## config.mk

```make
export PLATFORM = sky130hd
export DESIGN_NAME = console_rx_fifo
export DESIGN_NICKNAME = d
export VERILOG_FILES = /design/src/rtl/console_rx_fifo.sv
export SDC_FILE = /design/constraint.sdc
export NUM_CORES = 1
export LEC_CHECK = 0
export BUFFER_PORTS_ARGS = -buffer_cell sky130_fd_sc_hd__buf_4
export CAP_MARGIN = 25
export CORE_ASPECT_RATIO = 0.6
export CORE_MARGIN = 2
export CORE_UTILIZATION = 54
export DETAILED_ROUTE_END_ITERATION = 8
export PLACE_DENSITY = 0.77
export REMOVE_ABC_BUFFERS = 1
export SLEW_MARGIN = 20
export SYNTH_ARGS = -nofsm -noshare
export SYNTH_HDL_FRONTEND = slang
export SYNTH_SLANG_ARGS = --single-unit
```

## constraint.sdc

```tcl
create_clock -name clk -period 3.1 [get_ports clk]
set_clock_uncertainty 0.15 [all_clocks]
set_input_delay 0 -clock clk [delete_from_list [all_inputs] [get_ports clk]]
set_output_delay 0 -clock clk [all_outputs]
set_load 0.01 [all_outputs]
```

## src/rtl/console_rx_fifo.sv

```systemverilog
// console_rx_fifo
// Receive-side buffer between the simpleuart console and the CPU's
// console-read instruction. A small drain FSM pulls every byte the UART has
// received into a circular FIFO; the CPU reads the FIFO head without
// blocking and sees 0 whenever nothing is pending.
//
// Ports:
//   clk, resetn        16 MHz clock, asynchronous active-low reset
//   uart_dat_do[31:0]  UART data register (all ones = no byte pending)
//   uart_dat_re        one-cycle acknowledge back to the UART
//   cpu_re             pop request (level, sampled every cycle)
//   cpu_do[31:0]       {24'b0, head} when non-empty, 0 when empty
//   rx_empty           FIFO empty
//   rx_count           bytes held, 0..2^DEPTH_LOG2
//   rx_ovf             sticky overflow flag
//   rx_drop_cnt[7:0]   saturating dropped-byte count
//   ovf_clr            clears rx_ovf and rx_drop_cnt
//
// Build option: define CONSOLE_RX_FIFO_OVF_EN to enable the overflow flag
// and drop counter; otherwise drops are silent and both outputs read 0.

module console_rx_fifo #(
  parameter int DEPTH_LOG2 = 4
) (
  input  logic                  clk,
  input  logic                  resetn,
  input  logic [31:0]           uart_dat_do,
  output logic                  uart_dat_re,
  input  logic                  cpu_re,
  output logic [31:0]           cpu_do,
  output logic                  rx_empty,
  output logic [DEPTH_LOG2:0]   rx_count,
  output logic                  rx_ovf,
  output logic [7:0]            rx_drop_cnt,
  input  logic                  ovf_clr
);

  localparam int DEPTH = 1 << DEPTH_LOG2;
  localparam logic [DEPTH_LOG2:0]   CNT_ONE  = (DEPTH_LOG2+1)'(1);
  localparam logic [DEPTH_LOG2:0]   CNT_FULL = (DEPTH_LOG2+1)'(DEPTH);
  localparam logic [DEPTH_LOG2-1:0] PTR_ONE  = (DEPTH_LOG2)'(1);

  typedef enum logic [1:0] {S_IDLE, S_ACK, S_SETTLE} state_t;

  state_t                  state_q, state_d;
  logic                    uart_re_q, uart_re_d;
  logic [7:0]              mem_q [DEPTH];
  logic [7:0]              mem_d [DEPTH];
  logic [DEPTH_LOG2-1:0]   wr_ptr_q, wr_ptr_d;
  logic [DEPTH_LOG2-1:0]   rd_ptr_q, rd_ptr_d;
  logic [DEPTH_LOG2:0]     count_q, count_d;

  logic uart_avail, push_req, push_ok, pop_ok, full, drop;

  assign uart_avail = (uart_dat_do != 32'hFFFF_FFFF);
  assign full       = (count_q == CNT_FULL);
  // Pop needs data already present; a push into an empty FIFO cannot be
  // popped on the same edge.
  assign pop_ok     = cpu_re && (count_q != '0);
  assign push_req   = (state_q == S_IDLE) && uart_avail;
  // A pop on the same edge frees the slot the push needs.
  assign push_ok    = push_req && (!full || pop_ok);
  assign drop       = push_req && !push_ok;

  // ---------------- drain FSM: state register ----------------
  always_ff @(posedge clk or negedge resetn) begin
    if (!resetn) state_q <= S_IDLE;
    else         state_q <= state_d;
  end

  // ---------------- drain FSM: next state ----------------
  always_comb begin
    state_d = state_q;
    case (state_q)
      S_IDLE:   if (uart_avail) state_d = S_ACK;
      S_ACK:    state_d = S_SETTLE;
      // UART needs this cycle to drop its valid before we look again.
      S_SETTLE: state_d = S_IDLE;
      default:  state_d = S_IDLE;
    endcase
  end

  // ---------------- drain FSM: outputs ----------------
  // Acknowledge is registered so it is high for exactly the ACK cycle.
  always_comb begin
    uart_re_d = 1'b0;
    if (state_q == S_IDLE && uart_avail) uart_re_d = 1'b1;
  end

  always_ff @(posedge clk or negedge resetn) begin
    if (!resetn) uart_re_q <= 1'b0;
    else         uart_re_q <= uart_re_d;
  end

  assign uart_dat_re = uart_re_q;

  // ---------------- FIFO storage and pointers ----------------
  always_comb begin
    mem_d    = mem_q;
    wr_ptr_d = wr_ptr_q;
    rd_ptr_d = rd_ptr_q;
    count_d  = count_q;
    if (push_ok) begin
      mem_d[wr_ptr_q] = uart_dat_do[7:0];
      wr_ptr_d        = wr_ptr_q + PTR_ONE;
    end
    if (pop_ok) rd_ptr_d = rd_ptr_q + PTR_ONE;
    if (push_ok && !pop_ok)      count_d = count_q + CNT_ONE;
    else if (pop_ok && !push_ok) count_d = count_q - CNT_ONE;
  end

  always_ff @(posedge clk or negedge resetn) begin
    if (!resetn) begin
      for (int i = 0; i < DEPTH; i++) mem_q[i] <= 8'h00;
      wr_ptr_q <= '0;
      rd_ptr_q <= '0;
      count_q  <= '0;
    end else begin
      mem_q    <= mem_d;
      wr_ptr_q <= wr_ptr_d;
      rd_ptr_q <= rd_ptr_d;
      count_q  <= count_d;
    end
  end

  assign rx_count = count_q;
  assign rx_empty = (count_q == '0);
  assign cpu_do   = rx_empty ? 32'h0 : {24'h0, mem_q[rd_ptr_q]};

  // ---------------- overflow reporting ----------------
`ifdef CONSOLE_RX_FIFO_OVF_EN
  logic       ovf_q, ovf_d;
  logic [7:0] drop_cnt_q, drop_cnt_d;

  // A drop on the same edge as a clear wins and restarts the count at 1.
  always_comb begin
    ovf_d      = ovf_q;
    drop_cnt_d = drop_cnt_q;
    if (ovf_clr) begin
      ovf_d      = 1'b0;
      drop_cnt_d = 8'h00;
    end
    if (drop) begin
      ovf_d = 1'b1;
      if (ovf_clr)                  drop_cnt_d = 8'h01;
      else if (drop_cnt_q != 8'hFF) drop_cnt_d = drop_cnt_q + 8'h01;
    end
  end

  always_ff @(posedge clk or negedge resetn) begin
    if (!resetn) begin
      ovf_q      <= 1'b0;
      drop_cnt_q <= 8'h00;
    end else begin
      ovf_q      <= ovf_d;
      drop_cnt_q <= drop_cnt_d;
    end
  end

  assign rx_ovf      = ovf_q;
  assign rx_drop_cnt = drop_cnt_q;
`else
  // Feature disabled: drops are silent and the clear input has no effect.
  logic unused_ovf;
  assign unused_ovf  = ^{ovf_clr, drop};
  assign rx_ovf      = 1'b0;
  assign rx_drop_cnt = 8'h00;
`endif

endmodule

```

==> results.toml, run 1 <==
[outcome]
status = "finished, final reports clean"

[placement]
place_area_um2 = 8280
gp_congestion = 0.801
io_buffers = 49
dp_hpwl_um = 11300

[clock_tree]
clockBufferDepth = 2
clkSinkCount = 144
cts_max_level = 4
root_buffer = "clkbuf_16"
cts_tree = "yes"
clk_pin_slew_ps = 60
cts_buffers = 17
worstSkewPairLatency_ps = 410

[critical_path]
cp-startpoint = "rx_count[3]$_DFFE_PN0P_"
r2r-end = "rx_count[4]$_DFFE_PN0P_"
path_max_fanout = 4
worstReg2RegStart = "rx_count[3]$_DFFE_PN0P_"
cp.arrival_ps = 3030
critPathLaunchType = "register"
critPathKind = "register to register"
crit_end = "rx_count[4]$_DFFE_PN0P_"
critical_path_required_ps = 3240
cp-end-kind = "register"
r2r_cells = 11
rrSetupSlack_ps = 210

[drt]
wl_per_cell_um = 22.6
drt_iter0_markers = 270
vias = 4331
postRouteAntennaNets = 0
dr_wl_met3_um = 742
drt_pass1_iterations = 4
wl_met2_um = 8300
wl_um = 17100
routed.top_layer = "met4"
met1_length_um = 7870
vias_per_cell = 5.70
post-route-drc-count = 0

[synthesis]
yosys_warnings = 0
synth.distinct_cells = 37
syn_area_um2 = 7740
avgSynthCellArea_um2 = 16.2
ys_async_sr_fraction = 1.00
synth_edf_count = 0
syn_inst = 477
ys_ff_latch = 144
synth_ff_type = "dfrtp_1"
yosysSeqAreaShare = 0.466

[global_routing]
first_global_vias = 4676
overflow = 0
grt_pass1_wl_um = 27400
grt_max_degree = 79
grt_usage = 0.241
antenna_found_initial = 0

[sta]
period_share = 0.932
maxSlewViolCount = 0
relSlewSlack = 0.328
finalHoldViolCount = 0
setup_viol = 0
max_freq_mhz = 346
worst_pin_slew_ps = 1000
rsz0062_at_grt = "no"
post-route-min-period_ps = 2890

[floorplan]
die_area_um2 = 15300
core-area_um2 = 13800
initial_core_util = 0.559
die_w_um = 159
die_h_um = 96.7
pin_count = 84
num_rows = 33

[finish]
final_area_um2 = 8970
layout_commonest_cell = "dfrtp_1"
nets = 602
num_antenna_cells = 0
utilization = 0.648
layout_common_cells = "dfrtp_1, mux2_4, buf_4, conb_1, mux4_2"
drive_gt1_frac = 0.525
area.growth.synth_to_final_pct = 15.9

[worst_hold_path]
hold_class = "primary input to asynchronous set/reset pin"

[power_and_ir_drop]
powerDensity_nw_per_um2 = 1040
max-vdd-ir-drop_mv = 0.492
leakage_uw = 0.00389

[run]
maxCapViolCount = 0
[layer usage]
| layer | vias up | global-route usage |
|---|---|---|
| li1 | 1868 | - |
| met1 | 2310 | 0.348 |
| met2 | 124 | 0.371 |
| met3 | 29 | 0.0515 |
| met4 | 0 | 0.0658 |
| met5 | - | 0 |
[power breakdown]
group          switching [uW]  total (uW)  internal (uW)  leakage [uW]
Combinational            1500        3870           2370       0.00192
Sequential                653        3480           2830       0.00168
Clock                     808        2010           1200      0.000282
Total                    2960        9360           6390       0.00389
[stage by stage]
stage / TNS [ps] / total power, uW / std cells / setup WS (ps) / hold WS, ps
6_report: 0 / 9360 / 760 / 212 / 31.2
5_1_grt: 0 / 9810 / 760 / 21.2 / 111
4_1_cts: 0 / 9360 / 760 / 57.1 / 61.7
3_5_place_dp: 0 / 7270 / 719 / 70.3 / -63.3
3_3_place_gp: 0 / 7070 / 719 / 176 / -75.3
2_1_floorplan: -9430 / 6070 / 451 / -910 / -446
[worst max-delay path, cell delays in order (launching register included)]
cell     delay (ps)
dfrtp_1         420
or4_4           540
nor3b_4         260
nor4_2          100
ha_2            220
inv_2            90
ha_1            280
a21o_1          200
a21oi_1         160
xnor2_1         140
nor2_1           60
xor2_1          140
[worst min path at each step]
| stage | from | to | cells past startpoint |
|---|---|---|---|
| 3_3_place_gp | resetn | mem_q[126]$_DFFE_PN0P_ | 1 |
| 6_report | resetn | mem_q[126]$_DFFE_PN0P_ | 2 |
| 2_1_floorplan | resetn | mem_q[0]$_DFFE_PN0P_ | 0 |
| 3_5_place_dp | resetn | mem_q[123]$_DFFE_PN0P_ | 1 |
| 4_1_cts | resetn | mem_q[123]$_DFFE_PN0P_ | 2 |
| 5_1_grt | resetn | mem_q[126]$_DFFE_PN0P_ | 2 |
[Yosys cell counts, types with 3 or more instances]
library cell / instances / area share
o22ai_1: 8 / 0.0065
nor4_4: 16 / 0.044
mux2i_1: 16 / 0.021
ha_1: 9 / 0.015
nand4_1: 9 / 0.0073
or4_4: 3 / 0.0044
buf_4: 33 / 0.032
inv_1: 4 / 0.0019
buf_2: 3 / 0.0019
xnor2_1: 8 / 0.0091
nor3_1: 3 / 0.0019
mux2_4: 120 / 0.23
nand2_1: 11 / 0.0053
mux4_2: 32 / 0.093
dfrtp_1: 144 / 0.47
xor2_1: 3 / 0.0034
nor2_1: 3 / 0.0015
mux2_2: 9 / 0.013
clkbuf_1: 17 / 0.0082
buf_12: 3 / 0.0078
[layout make-up]
cell class	instances	area (um^2)
multi-input combinational	303	3840
sequential	144	3600
tap	192	240
clock buffer	18	439
timing repair buffer	86	687
clock inverter	13	139
fill	981	4860
inverter	4	15.0
[registers in the layout, summed over array words and instances (netlist names)]
signal,cells
uart_dat_re,1
rx_count,5
wr_ptr_q,4
rd_ptr_q,4
state_q,2
mem_q,128
[repair_timing]
| item | CTS | global route |
|---|---|---|
| endpoints found under the setup margin | 0 | 1 |
| hold endpoints to repair | 207 | 0 |
| resized for setup | 0 | 5 |
| buffers inserted | 0 | 0 |
| hold buffers | 10 | 0 |
[cells by family (layout without fill, tap and decap cells)]
logic type,Yosys count,count (layout),synth area share
DFF,144,144,0.466
and+or+nand+nor,56,56,0.0775
adders and majority gates,10,10,0.0171
xor gates and xnor gates,11,11,0.0125
AOI/OAI and AO/OA,15,15,0.0116
muxes,178,178,0.361
other,1,33,0.000485
buffers and inverters,62,121,0.0538
(Power assumes the default switching activity.)
==> run 2, diff against run 1 <==
--- a/config.mk
+++ b/config.mk
@@ -11,7 +11,7 @@
 export CORE_MARGIN = 2
 export CORE_UTILIZATION = 54
 export DETAILED_ROUTE_END_ITERATION = 8
-export PLACE_DENSITY = 0.77
+export PLACE_DENSITY = 0.87
 export REMOVE_ABC_BUFFERS = 1
 export SLEW_MARGIN = 20
 export SYNTH_ARGS = -nofsm -noshare
==> results.toml, run 2 (synthesis results as in run 1) <==
[outcome]
status = "finished, final reports clean"

[sta]
rsz0062_at_grt = "no"
setup_viol = 0
period_share = 0.955
setup_slack_ps = 140
hold_slack_ps = 97.7
post-route-min-period_ps = 2960
finalHoldViolCount = 0
relSlewSlack = 0.289
worst_pin_slew_ps = 1060
max_freq_mhz = 338
maxSlewViolCount = 0

[placement]
io_buffers = 49
gp_congestion = 0.821
pre_cts_ws_ps = 95.5
dp_hpwl_um = 11500

[worst_hold_path]
hold_class = "primary input to asynchronous set/reset pin"

[critical_path]
critPathLaunchType = "primary input"
cp-startpoint = "uart_dat_do[7]"
crit_path_cell_trace = "dlygate4sd3_1 > buf_4 > nand4_1 > or4_4 > nor2_8 > nor4_2 > ha_1 > inv_1 > ha_1 > a21o_1 > a21oi_1 > xnor2_1 > nor2_1 > xor2_1"
cp_top_family = "simple AND/OR/NAND/NOR gates"
worstReg2RegStart = "rx_count[0]$_DFFE_PN0P_"
critPathKind = "primary input to register"
path_buf_inv = 3
cp.arrival_ps = 3110
critPathMaxStageDelay_ps = 560
path_max_fanout = 17
critical_path_required_ps = 3250
critPathSlowestCell = "dlygate4sd3_1"
cpMostUsedCell = "ha_1"
cp-end-kind = "register"

[global_routing]
overflow = 0
grt_max_degree = 99
first_global_vias = 4697
grt_usage = 0.243
grt_pass1_wl_um = 27600
antenna_found_initial = 1

[clock_tree]
clkSinkCount = 144
root_buffer = "clkbuf_16"
clockBufferDepth = 2
clk_pin_slew_ps = 60
worstSkewPairLatency_ps = 420
cts_tree = "yes"
post_cts_buffers = 0
cts_max_level = 4
cts_buffers = 17

[finish]
drive_gt1_frac = 0.513
layout_common_cells = "dfrtp_1, mux2_4, buf_4, conb_1, mux4_2"
multi_input_area_um2 = 3840
regArea_um2 = 3600
largest_register_ff_count = 128
nets = 594
regMostFlops = "mem_q"
fillers = 918
area.growth.synth_to_final_pct = 15.6
layout_commonest_cell = "dfrtp_1"

[floorplan]
die_area_um2 = 15300
pin_count = 84
core-area_um2 = 13800
initial_core_util = 0.559
die_h_um = 96.7
num_rows = 33
die_w_um = 159

[drt]
wl_per_cell_um = 23.1
vias_per_cell = 5.67
drt_iter0_markers = 265
drt_pass1_iterations = 5
wl_um = 17400
postRouteAntennaNets = 0
post-route-drc-count = 0
vias = 4272

[power_and_ir_drop]
power_uw = 9460
max-vdd-ir-drop_mv = 0.428
powerDensity_nw_per_um2 = 1060
leakage_uw = 0.00385

[run]
maxCapViolCount = 0
-- run 2: changes by cell type in the layout (fill, tap and decap cells not counted), moves of 2 or more --
cell        before  now
clkinvlp_4       2    4
inv_1            2    4
buf_4           74   66
clkinv_4         4    2
inv_2            2    0
-- run 2: worst reg2reg max path, cell delays in order, from the launching register on --
cell and delay, ps:
dfrtp_1 390, or4_4 580, nor3b_4 240, nor4_2 100, ha_1 230, inv_1 140, ha_1 290, a21o_1 200
a21oi_1 180, xnor2_1 130, nor2_1 60, xor2_1 140
-- run 2: area by class of cell --
| cell class | instances | area share |
|---|---|---|
| Tap cell | 192 | 0.0269 |
| Clock buffer | 19 | 0.0506 |
| Sequential cell | 144 | 0.403 |
| Timing Repair Buffer | 78 | 0.0701 |
| Clock inverter | 13 | 0.0180 |
| Multi-Input combinational cell | 303 | 0.430 |
| Antenna cell | 1 | 0.000280 |
| Inverter | 4 | 0.00168 |
-- run 2: what timing repair did --
item                                    CTS  global route
endpoints found under the setup margin    0             1
hold buffers                             10             0
endpoints found under the hold margin   226             0
gates resized for setup                   0             2
-- run 2: metal layers --
metal | track usage | wire [um] | vias up
li1 | - | - | 1848
met4 | 0.0534 | 210 | 0
met3 | 0.0775 | 1180 | 19
met2 | 0.354 | 8120 | 109
met5 | 0 | 0 | -
met1 | 0.358 | 7900 | 2296
-- run 2: power breakdown --
group	internal (uW)	total, uW	leakage, uW	switching [uW]
combinational	2380	3760	0.00188	1380
clock	1310	2140	0.000291	829
sequential	2820	3560	0.00168	739
total	6510	9460	0.00385	2950
-- run 2: metrics by stage --
step / area (um^2) / TNS [ps] / utilization / instances
final: 8950 / 0 / 0.647 / 754
after global routing: 8950 / 0 / 0.647 / 754
after CTS: 8940 / 0 / 0.646 / 753
after detailed placement: 8220 / 0 / 0.595 / 711
after global placement: 8220 / 0 / 0.595 / 711
after floorplan: 7460 / -9430 / - / 451
-- run 2: worst paths after layout --
path	to	slack (ps)	cells after the start
hold reg to reg	mem_q[73]$_DFFE_PN0P_	350	1
min in group clk	uart_dat_re$_DFF_PN0_	300	6
setup / recovery	rx_count[4]$_DFFE_PN0P_	140	14
setup reg to reg	rx_count[4]$_DFFE_PN0P_	150	11
hold / removal	mem_q[19]$_DFFE_PN0P_	100	2
max in group asynchronous	mem_q[62]$_DFFE_PN0P_	1760	3
